File: src/rtl/hp_rd_req_sched.sv
// Read-request scheduler for ping-pong host huge pages: splits the ready page into chunk reads
// bounded by length, max read size, 4KB boundary, RX buffer space and outstanding tags.
module hp_rd_req_sched #(
  parameter int unsigned MAX_RD_QW       = 64,
  parameter int unsigned MAX_OUTSTANDING = 16
) (
  input  logic        trn_clk,
  input  logic        reset,
  input  logic [63:0] hp_addr_0,
  input  logic [63:0] hp_addr_1,
  input  logic [18:0] hp_len_qw_0,
  input  logic [18:0] hp_len_qw_1,
  input  logic        hp_ready_0,
  input  logic        hp_ready_1,
  output logic        hp_release_0,
  output logic        hp_release_1,
  input  logic [9:0]  rx_free_qw,
  input  logic        chunk_cpl,
  input  logic [8:0]  cpl_qw,
  output logic [63:0] huge_page_addr,
  output logic [8:0]  qwords_to_rd,
  output logic        read_chunk,
  input  logic        read_chunk_ack,
  output logic        send_huge_page_rd_completed,
  input  logic        send_huge_page_rd_completed_ack,
  output logic        busy
);

  typedef enum logic [2:0] {
    StIdle,
    StCalc,
    StReq,
    StWaitCpl,
    StDone,
    StRelease
  } state_e;

  localparam logic [18:0] MaxRdQw = 19'(MAX_RD_QW);
  localparam logic [4:0]  MaxOut  = 5'(MAX_OUTSTANDING);

  state_e      state_q, state_d;
  logic        idx_q, idx_d;
  logic [63:0] addr_q, addr_d;
  logic [18:0] remaining_q, remaining_d;
  logic [8:0]  chunk_q, chunk_d;
  logic [4:0]  outstanding_q, outstanding_d;
  logic [13:0] reserved_q, reserved_d;
  logic        read_chunk_q, read_chunk_d;

  logic [18:0] boundary_qw;
  logic [18:0] len_capped;
  logic [18:0] chunk_calc;
  logic [8:0]  chunk_eval;
  logic [14:0] need_qw;
  logic        space_ok;
  logic        tag_ok;
  logic        can_issue;
  logic        issue;
  logic        page_ready;
  logic [63:0] page_addr;
  logic [18:0] page_len;
  logic [4:0]  out_inc;
  logic [13:0] res_inc;

  // Qwords left before the next 4KB boundary (1..512).
  assign boundary_qw = 19'd512 - {10'd0, addr_q[11:3]};
  assign len_capped  = (remaining_q < MaxRdQw) ? remaining_q : MaxRdQw;
  assign chunk_calc  = (len_capped < boundary_qw) ? len_capped : boundary_qw;

  // In CALC the chunk is not registered yet, so evaluate issue against the freshly computed size.
  assign chunk_eval = (state_q == StCalc) ? chunk_calc[8:0] : chunk_q;
  assign need_qw    = {6'd0, chunk_eval} + {1'b0, reserved_q};
  assign space_ok   = need_qw <= {5'd0, rx_free_qw};
  assign tag_ok     = outstanding_q < MaxOut;
  assign can_issue  = space_ok && tag_ok;
  assign issue      = (state_q == StReq) && read_chunk_q && read_chunk_ack;

  assign page_ready = idx_q ? hp_ready_1 : hp_ready_0;
  assign page_addr  = idx_q ? hp_addr_1 : hp_addr_0;
  assign page_len   = idx_q ? hp_len_qw_1 : hp_len_qw_0;

  // Tag and RX-space accounting; an issue and a completion in the same cycle both apply.
  always_comb begin
    out_inc = outstanding_q + {4'd0, issue};
    if (chunk_cpl && (out_inc != 5'd0)) begin
      outstanding_d = out_inc - 5'd1;
    end else begin
      outstanding_d = out_inc;
    end
    res_inc = reserved_q + (issue ? {5'd0, chunk_q} : 14'd0);
    if (chunk_cpl) begin
      reserved_d = (res_inc > {5'd0, cpl_qw}) ? (res_inc - {5'd0, cpl_qw}) : 14'd0;
    end else begin
      reserved_d = res_inc;
    end
  end

  always_comb begin
    state_d      = state_q;
    idx_d        = idx_q;
    addr_d       = addr_q;
    remaining_d  = remaining_q;
    chunk_d      = chunk_q;
    read_chunk_d = read_chunk_q;
    unique case (state_q)
      StIdle: begin
        if (page_ready) begin
          addr_d      = {page_addr[63:3], 3'b000};
          remaining_d = page_len;
          state_d     = StCalc;
        end
      end
      StCalc: begin
        if (remaining_q == 19'd0) begin
          state_d = StWaitCpl;
        end else begin
          chunk_d      = chunk_calc[8:0];
          read_chunk_d = can_issue;
          state_d      = StReq;
        end
      end
      StReq: begin
        if (read_chunk_q) begin
          if (read_chunk_ack) begin
            read_chunk_d = 1'b0;
            addr_d       = addr_q + {52'd0, chunk_q, 3'b000};
            remaining_d  = remaining_q - {10'd0, chunk_q};
            state_d      = StCalc;
          end
        end else if (can_issue) begin
          read_chunk_d = 1'b1;
        end
      end
      StWaitCpl: begin
        if (outstanding_q == 5'd0) begin
          state_d = StDone;
        end
      end
      StDone: begin
        if (send_huge_page_rd_completed_ack) begin
          state_d = StRelease;
        end
      end
      StRelease: begin
        idx_d   = ~idx_q;
        state_d = StIdle;
      end
      default: state_d = StIdle;
    endcase
  end

  always_ff @(posedge trn_clk) begin
    if (reset) begin
      state_q       <= StIdle;
      idx_q         <= 1'b0;
      addr_q        <= 64'd0;
      remaining_q   <= 19'd0;
      chunk_q       <= 9'd0;
      outstanding_q <= 5'd0;
      reserved_q    <= 14'd0;
      read_chunk_q  <= 1'b0;
    end else begin
      state_q       <= state_d;
      idx_q         <= idx_d;
      addr_q        <= addr_d;
      remaining_q   <= remaining_d;
      chunk_q       <= chunk_d;
      outstanding_q <= outstanding_d;
      reserved_q    <= reserved_d;
      read_chunk_q  <= read_chunk_d;
    end
  end

  assign huge_page_addr              = addr_q;
  assign qwords_to_rd                = chunk_q;
  assign read_chunk                  = read_chunk_q;
  assign send_huge_page_rd_completed = (state_q == StDone);
  assign hp_release_0                = (state_q == StRelease) && !idx_q;
  assign hp_release_1                = (state_q == StRelease) && idx_q;
  assign busy                        = (state_q != StIdle);

  // Byte-offset bits of the page addresses and the upper chunk bits are intentionally dropped.
  logic unused_bits;
  assign unused_bits = ^{hp_addr_0[2:0], hp_addr_1[2:0], chunk_calc[18:9]};

endmodule

File: config.mk
export PLATFORM = sky130hd
export DESIGN_NAME = hp_rd_req_sched
export DESIGN_NICKNAME = d
export VERILOG_FILES = /design/src/rtl/hp_rd_req_sched.sv
export SDC_FILE = /design/constraint.sdc
export NUM_CORES = 1
export LEC_CHECK = 0
export CORE_AREA = 2 2 157 274
export DETAILED_ROUTE_END_ITERATION = 8
export DIE_AREA = 0 0 159 276
export GPL_TIMING_DRIVEN = 0
export PLACE_DENSITY_LB_ADDON = 0.1
export SKIP_LAST_GASP = 1
export SYNTH_ARGS = -nofsm -noshare
export SYNTH_HDL_FRONTEND = slang
export SYNTH_SLANG_ARGS = --single-unit
export TNS_END_PERCENT = 20
File: constraint.sdc
create_clock -name trn_clk -period 6.45 [get_ports trn_clk]
set_input_delay 1.935 -clock trn_clk [delete_from_list [all_inputs] [get_ports trn_clk]]
set_output_delay 1.935 -clock trn_clk [all_outputs]
set_load 0.005 [all_outputs]
# Word-level counts from Yosys, hierarchy flattened
# Index checks and enable logic that the tools add are counted.
[totals] reg_bits=116 out_inout_bits=78 word_cells=82
[classes] addsub=8 magnitude_cmp=5 n_eq_ne=11 muxes=30 n_bitwise=2 reduce_logical=18
[ops] op="64-bit two-way mux" n=4
[ops] op="64-bit case mux with 2 select lines" n=1
[ops] op="19-bit two-way mux" n=5
[ops] op="64-bit by 12-bit adder with 64-bit output" n=1
[ops] op="19-bit case mux with 2 select lines" n=1
[ops] op="14-bit two-way mux" n=2
[ops] op="9-bit two-way mux" n=3
[ops] op="19-bit zero test" n=1
[ops] op="19-bit less-than comparator" n=1
[ops] op="19-bit by 7-bit less-than comparator with 1-bit output, second input constant" n=1
[ops] op="19-bit by 9-bit subtractor with 19-bit output" n=1
[ops] op="9-bit by 14-bit adder with 15-bit output" n=1
[ops] op="15-bit by 10-bit <= comparator with 1-bit output" n=1
[ops] op="3-bit two-way mux" n=5
[ops] op="3-bit case mux with 5 select lines" n=1
[ops] op="14-bit by 9-bit adder with 14-bit output" n=1
[ops] op="14-bit by 9-bit > comparator with 1-bit output" n=1
[ops] op="14-bit by 9-bit subtractor with 14-bit output" n=1
[ops] op="10-bit by 9-bit subtractor with 11-bit output, first input constant" n=1
[ops] op="2-bit != test, second input constant" n=5
[ops] op="3-bit by 2-bit == test with 1-bit output, second input constant" n=2
[ops] op="3-bit == test, second input constant" n=2
[ops] op="1-bit logical AND" n=6
[ops] op="1-bit two-way mux" n=6
[ops] op="other kinds (17)" n=20

# Longest topological paths before layout
[depth] ltp_word=11 mapped_depth=29 mapped_depth_nobuf=28

# Least setup slack after synthesis
# No wires, ideal clock.
[synth_timing] path_type="input port to flip-flop" from="input port read_chunk_ack" to="register reserved_q[10]" t_arrival_ns=5.616 slack_ns=0.694 stages=18 path_buffers=2 path_cell_list="nand3_1 clkinv_1 clkbuf_1 and2_1 ha_1 fa_1 a21o_1 a21oi_1 xnor2_1 ha_1 o21a_1 o31a_1 o41a_1 a31o_2 o22a_1 a21oi_1 buf_2 a221oi_1"
[synth_between] elab_chain_len=6 elab_cells_between_ends=7
[synth_rtl] item="start, declared" line_no="23" rtl="input logic read_chunk_ack,"
[synth_rtl] item="1-bit logical AND (*)" line_no="76" rtl="assign issue = (state_q == StReq) && read_chunk_q && read_chunk_ack;"
[synth_rtl] item="9-bit two-way mux (*)" line_no="90" rtl="res_inc = reserved_q + (issue ? {5'd0, chunk_q} : 14'd0);"
[synth_rtl] item="14-bit by 9-bit adder with 14-bit output (*)" line_no="90"
[synth_rtl] item="14-bit by 9-bit subtractor with 14-bit output or 14-bit by 9-bit > comparator with 1-bit output (tied branches)" line_no="92" rtl="reserved_d = (res_inc > {5'd0, cpl_qw}) ? (res_inc - {5'd0, cpl_qw}) : 14'd0;"
[synth_rtl] item="14-bit two-way mux" line_no="92"
[synth_rtl] item="14-bit two-way mux (*)" line_no="91" rtl="if (chunk_cpl) begin"
[synth_rtl] item="end signal, assigned" line_no="169" rtl="reserved_q <= reserved_d;"
[synth_rtl] item="end, declared" line_no="47" rtl="logic [13:0] reserved_q, reserved_d;"
# Mark *: on every way between the ends. The rest lies on a longest branch, timed or not.
# A chain may end at the register's enable or synchronous reset.

# Worst setup path in the final report
# Same ends and word-level chain as after synthesis.

==> summary.md <==
• **initial antenna violation count** 0
• **Clock Path Buffers** 2
• **CP Data Arrival Time** 6.48 ns
• **R2R Setup Slk** 0.40 ns
• **count of inserted antenna diode cells** 0
• **routed wl met3** 2760 µm
• **combined global-route utilization of all metal layers** 24.2%
• **maximum number of pins on one net before global-route repair** 17
• **clock tree from TritonCTS** yes
• **largest fanout on the critical path** 10
• **run status** finished, violations left
• **area of the mapped netlist** 10300 µm²
• **initial DRC count** 669
• **final setup skew** 0.0151 ns
• **share of async-settable or async-resettable flops after synthesis** 0%
• **total via count after detailed routing** 12142
• **Vias per Instance** 5.48
• **top area cells in the synthesized netlist** sky130_fd_sc_hd__dfxtp_1, sky130_fd_sc_hd__ha_1, sky130_fd_sc_hd__mux2i_1, sky130_fd_sc_hd__a21oi_1, sky130_fd_sc_hd__nor2_1
• **number of optimization iterations in the first detailed-route pass** 7
• **most frequently used flop master after synthesis** sky130_fd_sc_hd__dfxtp_1
• **failing checks** capacitance limit
• **number of fill cells in the layout** 4538
• **CTS clock-pin slew for the worst setup and hold paths** 0.06 ns
• **total congestion overflow after global routing** 0
• **Final Instance Area** 14300 µm²
• **count of mapped cells out of synthesis** 1360
• **share of the synthesized area in the top cell type** 21.9%
• **Routed wire per std cell** 24.7 µm
• **highest metal used** met4
• **port bufs** 260
• **post-route met1 wirelength** 19000 µm
• **post-layout min period** 6.21 ns
• **placement row count** 99
• **f_max** 0.161 GHz
• **worst relative slew slack** 0.239%
• **DP HPWL** 43600 µm
• **largest area contributor in the netlist** sky130_fd_sc_hd__dfxtp_1
• **Die Height** 276 µm
• **net count reported at finish** 1913
• **power per standard cell area** 283 nW/µm²
• **vias in the first global route** 12313
• **post-detailed-route count of antenna-violating nets** 0
• **Worst Hold End** remaining_q[6]$_SDFFE_PP0P_
• **final-report max-slew violation count** 0
• **Crit Path Category** input port to register
• **clock buffer count from CTS** 17
• **reg2reg start** remaining_q[12]$_SDFFE_PP0P_
• **number of flops mapped to enable cells by yosys** 0
• **Worst Reg-to-Reg Cells** 29
• **starting utilization of the core area** 24.8%
• **sort of element at the end of the critical path** register
• **number of register bits inferred by synthesis** 113
• **Fin Hold WS** 0.503 ns
• **actual transition at the worst max-transition pin** 1.46 ns
• **period utilization** 96.3%
• **CTS Hold Bufs** 0
• **x dimension of the die** 159 µm
• **fraction of final layout cells with drive strength greater than 1** 6.87%
• **startpoint of the most critical hold path** remaining_q[6]$_SDFFE_PP0P_
• **FF-to-FF End** read_chunk$_SDFFE_PP0P_
• **global-route wire length before repair** 79300 µm
• **number of warnings reported in the yosys synthesis log** 0
• **leakage power** 5.31 nW
• **Hold Crit Class** register to register
• **number of maximum-capacitance violations** 1
• **final setup violation count** 0
• **gpl congestion** 0.924
• **total negative slack for setup checks** 0 ns
• **overall power consumption** 4.06 mW
• **placed cell area** 13600 µm²
• **DRC violations left** 0
• **required time at the worst-slack endpoint** 6.72 ns
• **utilization after layout** 34.4%
• **clock latency on the worst-skew pair** 0.46 ns
• **CTS sink cnt** 113
• **Final Routed Wirelength** 54700 µm
• **floorplan core area** 41600 µm²
• **CTS H-Tree Depth** 4
• **startpoint type of the worst setup path** input port
• **Routed met2 length** 30100 µm
• **number of distinct library cells after synthesis** 83
• **Cells on Worst Hold Path** 2
• **post-synthesis sequential area ratio** 21.9%
• **worst vdd rail ir drop** 136 µV
• **layout overhead on the synthesized area** 38.7%
• **num ports** 270
• **Fin. Hold Viols** 0
• **syn avg cell area** 7.60 µm²
• **floorplan die area** 43900 µm²
• **root cell of the clock tree** sky130_fd_sc_hd__clkbuf_16
metrics by stage:
stage / worst slack [ns] / cells
CTS: -0.141 / 2212
floorplan: 0.694 / 1365
finish: 0.241 / 2215
detailed placement: -1.80 / 2180
global placement: -1.77 / 2180
global route: -0.00915 / 2215
layer usage:
| layer | vias up | track usage (%) |
|---|---|---|
| met1 | 5860 | 23.4 |
| met5 | - | 0 |
| met3 | 144 | 3.93 |
| met2 | 453 | 47.9 |
| li1 | 5685 | - |
| met4 | 0 | 13.2 |
placed cells by master (no fill, tap or decap), types with 7 or more instances in the layout:
cell type                         synthesis  layout
sky130_fd_sc_hd__a2111oi_0               10      10
sky130_fd_sc_hd__a211oi_1                32      32
sky130_fd_sc_hd__a21o_1                  15      15
sky130_fd_sc_hd__a21oi_1                106     104
sky130_fd_sc_hd__a31oi_1                 29      29
sky130_fd_sc_hd__and2_1                  12      11
sky130_fd_sc_hd__and3_1                  27      27
sky130_fd_sc_hd__and4_1                   8       8
sky130_fd_sc_hd__buf_1                   13      13
sky130_fd_sc_hd__buf_2                   11      10
sky130_fd_sc_hd__buf_4                    3       7
sky130_fd_sc_hd__clkbuf_1                50      49
sky130_fd_sc_hd__clkbuf_16                0      17
sky130_fd_sc_hd__clkdlybuf4s50_1          0     259
sky130_fd_sc_hd__dfxtp_1                113     112
sky130_fd_sc_hd__ha_1                    69      69
sky130_fd_sc_hd__inv_1                   64      63
sky130_fd_sc_hd__mux2_2                  18      18
sky130_fd_sc_hd__mux2i_1                 77      77
sky130_fd_sc_hd__nand2_1                102     102
sky130_fd_sc_hd__nand2b_1                12      12
sky130_fd_sc_hd__nand3_1                 42      41
sky130_fd_sc_hd__nand4_1                 36      36
sky130_fd_sc_hd__nor2_1                 116     114
sky130_fd_sc_hd__nor2b_1                 18      18
sky130_fd_sc_hd__nor3_1                  50      50
sky130_fd_sc_hd__nor4_1                  35      33
sky130_fd_sc_hd__o211ai_1                17      17
sky130_fd_sc_hd__o21a_1                  22      22
sky130_fd_sc_hd__o21ai_0                 65      65
sky130_fd_sc_hd__o31ai_1                 10      10
sky130_fd_sc_hd__or2_2                    7       7
sky130_fd_sc_hd__or4_1                    7       7
sky130_fd_sc_hd__xnor2_1                 25      25
sky130_fd_sc_hd__xor2_1                  16      16
layout make-up:
cell class                 count  area [µm²]  share of cell area (%)
timing repair buffer         263        2620                    18.3
buffer                        79         338                    2.36
clock inverter                12         134                   0.934
clock buffer                  20         457                    3.19
multi-input combinational   1108        7570                    52.8
inverter                      65         253                    1.76
sequential                   113        2260                    15.8
tap                          555         694                    4.85
worst max-delay path, stage by stage:
cell,delay (ns)
sky130_fd_sc_hd__dlygate4sd2_1,0.36
sky130_fd_sc_hd__nand3_4,0.19
sky130_fd_sc_hd__clkinv_4,0.18
sky130_fd_sc_hd__buf_4,0.27
sky130_fd_sc_hd__and2_1,0.19
sky130_fd_sc_hd__ha_1,0.21
sky130_fd_sc_hd__fa_1,0.44
sky130_fd_sc_hd__a21o_1,0.20
sky130_fd_sc_hd__a21oi_1,0.17
sky130_fd_sc_hd__xnor2_1,0.19
sky130_fd_sc_hd__ha_1,0.34
sky130_fd_sc_hd__o21a_1,0.13
sky130_fd_sc_hd__o31a_1,0.13
sky130_fd_sc_hd__o41a_1,0.38
sky130_fd_sc_hd__a31o_2,0.31
sky130_fd_sc_hd__o22a_1,0.25
sky130_fd_sc_hd__a21oi_4,0.23
sky130_fd_sc_hd__clkbuf_4,0.25
sky130_fd_sc_hd__a221oi_1,0.11
Yosys cell counts (5+ instances only):
library cell	n
sky130_fd_sc_hd__nor2_1	116
sky130_fd_sc_hd__dfxtp_1	113
sky130_fd_sc_hd__a21oi_1	106
sky130_fd_sc_hd__nand2_1	102
sky130_fd_sc_hd__mux2i_1	77
sky130_fd_sc_hd__ha_1	69
sky130_fd_sc_hd__o21ai_0	65
sky130_fd_sc_hd__inv_1	64
sky130_fd_sc_hd__clkbuf_1	50
sky130_fd_sc_hd__nor3_1	50
sky130_fd_sc_hd__nand3_1	42
sky130_fd_sc_hd__nand4_1	36
sky130_fd_sc_hd__nor4_1	35
sky130_fd_sc_hd__a211oi_1	32
sky130_fd_sc_hd__a31oi_1	29
sky130_fd_sc_hd__and3_1	27
sky130_fd_sc_hd__xnor2_1	25
sky130_fd_sc_hd__o21a_1	22
sky130_fd_sc_hd__mux2_2	18
sky130_fd_sc_hd__nor2b_1	18
sky130_fd_sc_hd__o211ai_1	17
sky130_fd_sc_hd__xor2_1	16
sky130_fd_sc_hd__a21o_1	15
sky130_fd_sc_hd__buf_1	13
sky130_fd_sc_hd__and2_1	12
sky130_fd_sc_hd__nand2b_1	12
sky130_fd_sc_hd__buf_2	11
sky130_fd_sc_hd__a2111oi_0	10
sky130_fd_sc_hd__o31ai_1	10
sky130_fd_sc_hd__and4_1	8
sky130_fd_sc_hd__or2_2	7
sky130_fd_sc_hd__or4_1	7
sky130_fd_sc_hd__a211o_1	6
sky130_fd_sc_hd__o21ai_1	6
sky130_fd_sc_hd__fa_1	5
sky130_fd_sc_hd__o22ai_1	5
sky130_fd_sc_hd__o31a_1	5
sky130_fd_sc_hd__or3_1	5
how the worst max path moves through the flow:
| stage | depth (start not counted) | slack [ns] | startpoint | endpoint |
|---|---|---|---|---|
| global route | 29 | -0.009 | remaining_q[10]$_SDFFE_PP0P_ | read_chunk$_SDFFE_PP0P_ |
| detailed placement | 19 | -1.80 | read_chunk_ack | reserved_q[10]$_SDFF_PP0_ |
| CTS | 29 | -0.14 | remaining_q[12]$_SDFFE_PP0P_ | read_chunk$_SDFFE_PP0P_ |
| finish | 19 | 0.24 | read_chunk_ack | reserved_q[10]$_SDFF_PP0_ |
| floorplan | 18 | 0.69 | read_chunk_ack | reserved_q[10]$_SDFF_PP0_ |
| global placement | 19 | -1.77 | read_chunk_ack | reserved_q[10]$_SDFF_PP0_ |
power breakdown:
group | total, mW | switching, mW | leakage, nW | internal [mW]
sequential | 1.04 | 0.214 | 0.929 | 0.831
clock | 0.992 | 0.404 | 0.275 | 0.588
combinational | 2.02 | 1.15 | 4.11 | 0.876
kinds of logic after synthesis:
kind of cell	synth area share, %
and+or+nand+nor	24.9
AOI/OAI and AO/OA	25.1
buffers and inverters	5.56
DFF	21.9
muxes	9.71
adders and majority gates	9.33
xor gates and xnor gates	3.48
other	0.0363
registers in the layout (all words and copies together), names as in the netlist:
signal and cells:
read_chunk 1, remaining_q 19, reserved_q 14, huge_page_addr 61, qwords_to_rd 9, state_q 3, idx_q 1, outstanding_q 5
what timing repair did:
item,4_1_cts,5_1_grt
setup endpoints to repair,15,12
resized for setup,8,16
buffers inserted,0,3
pin swaps,0,1
endpoints found under the hold margin,0,0
Power figures use the tool's default switching activity.
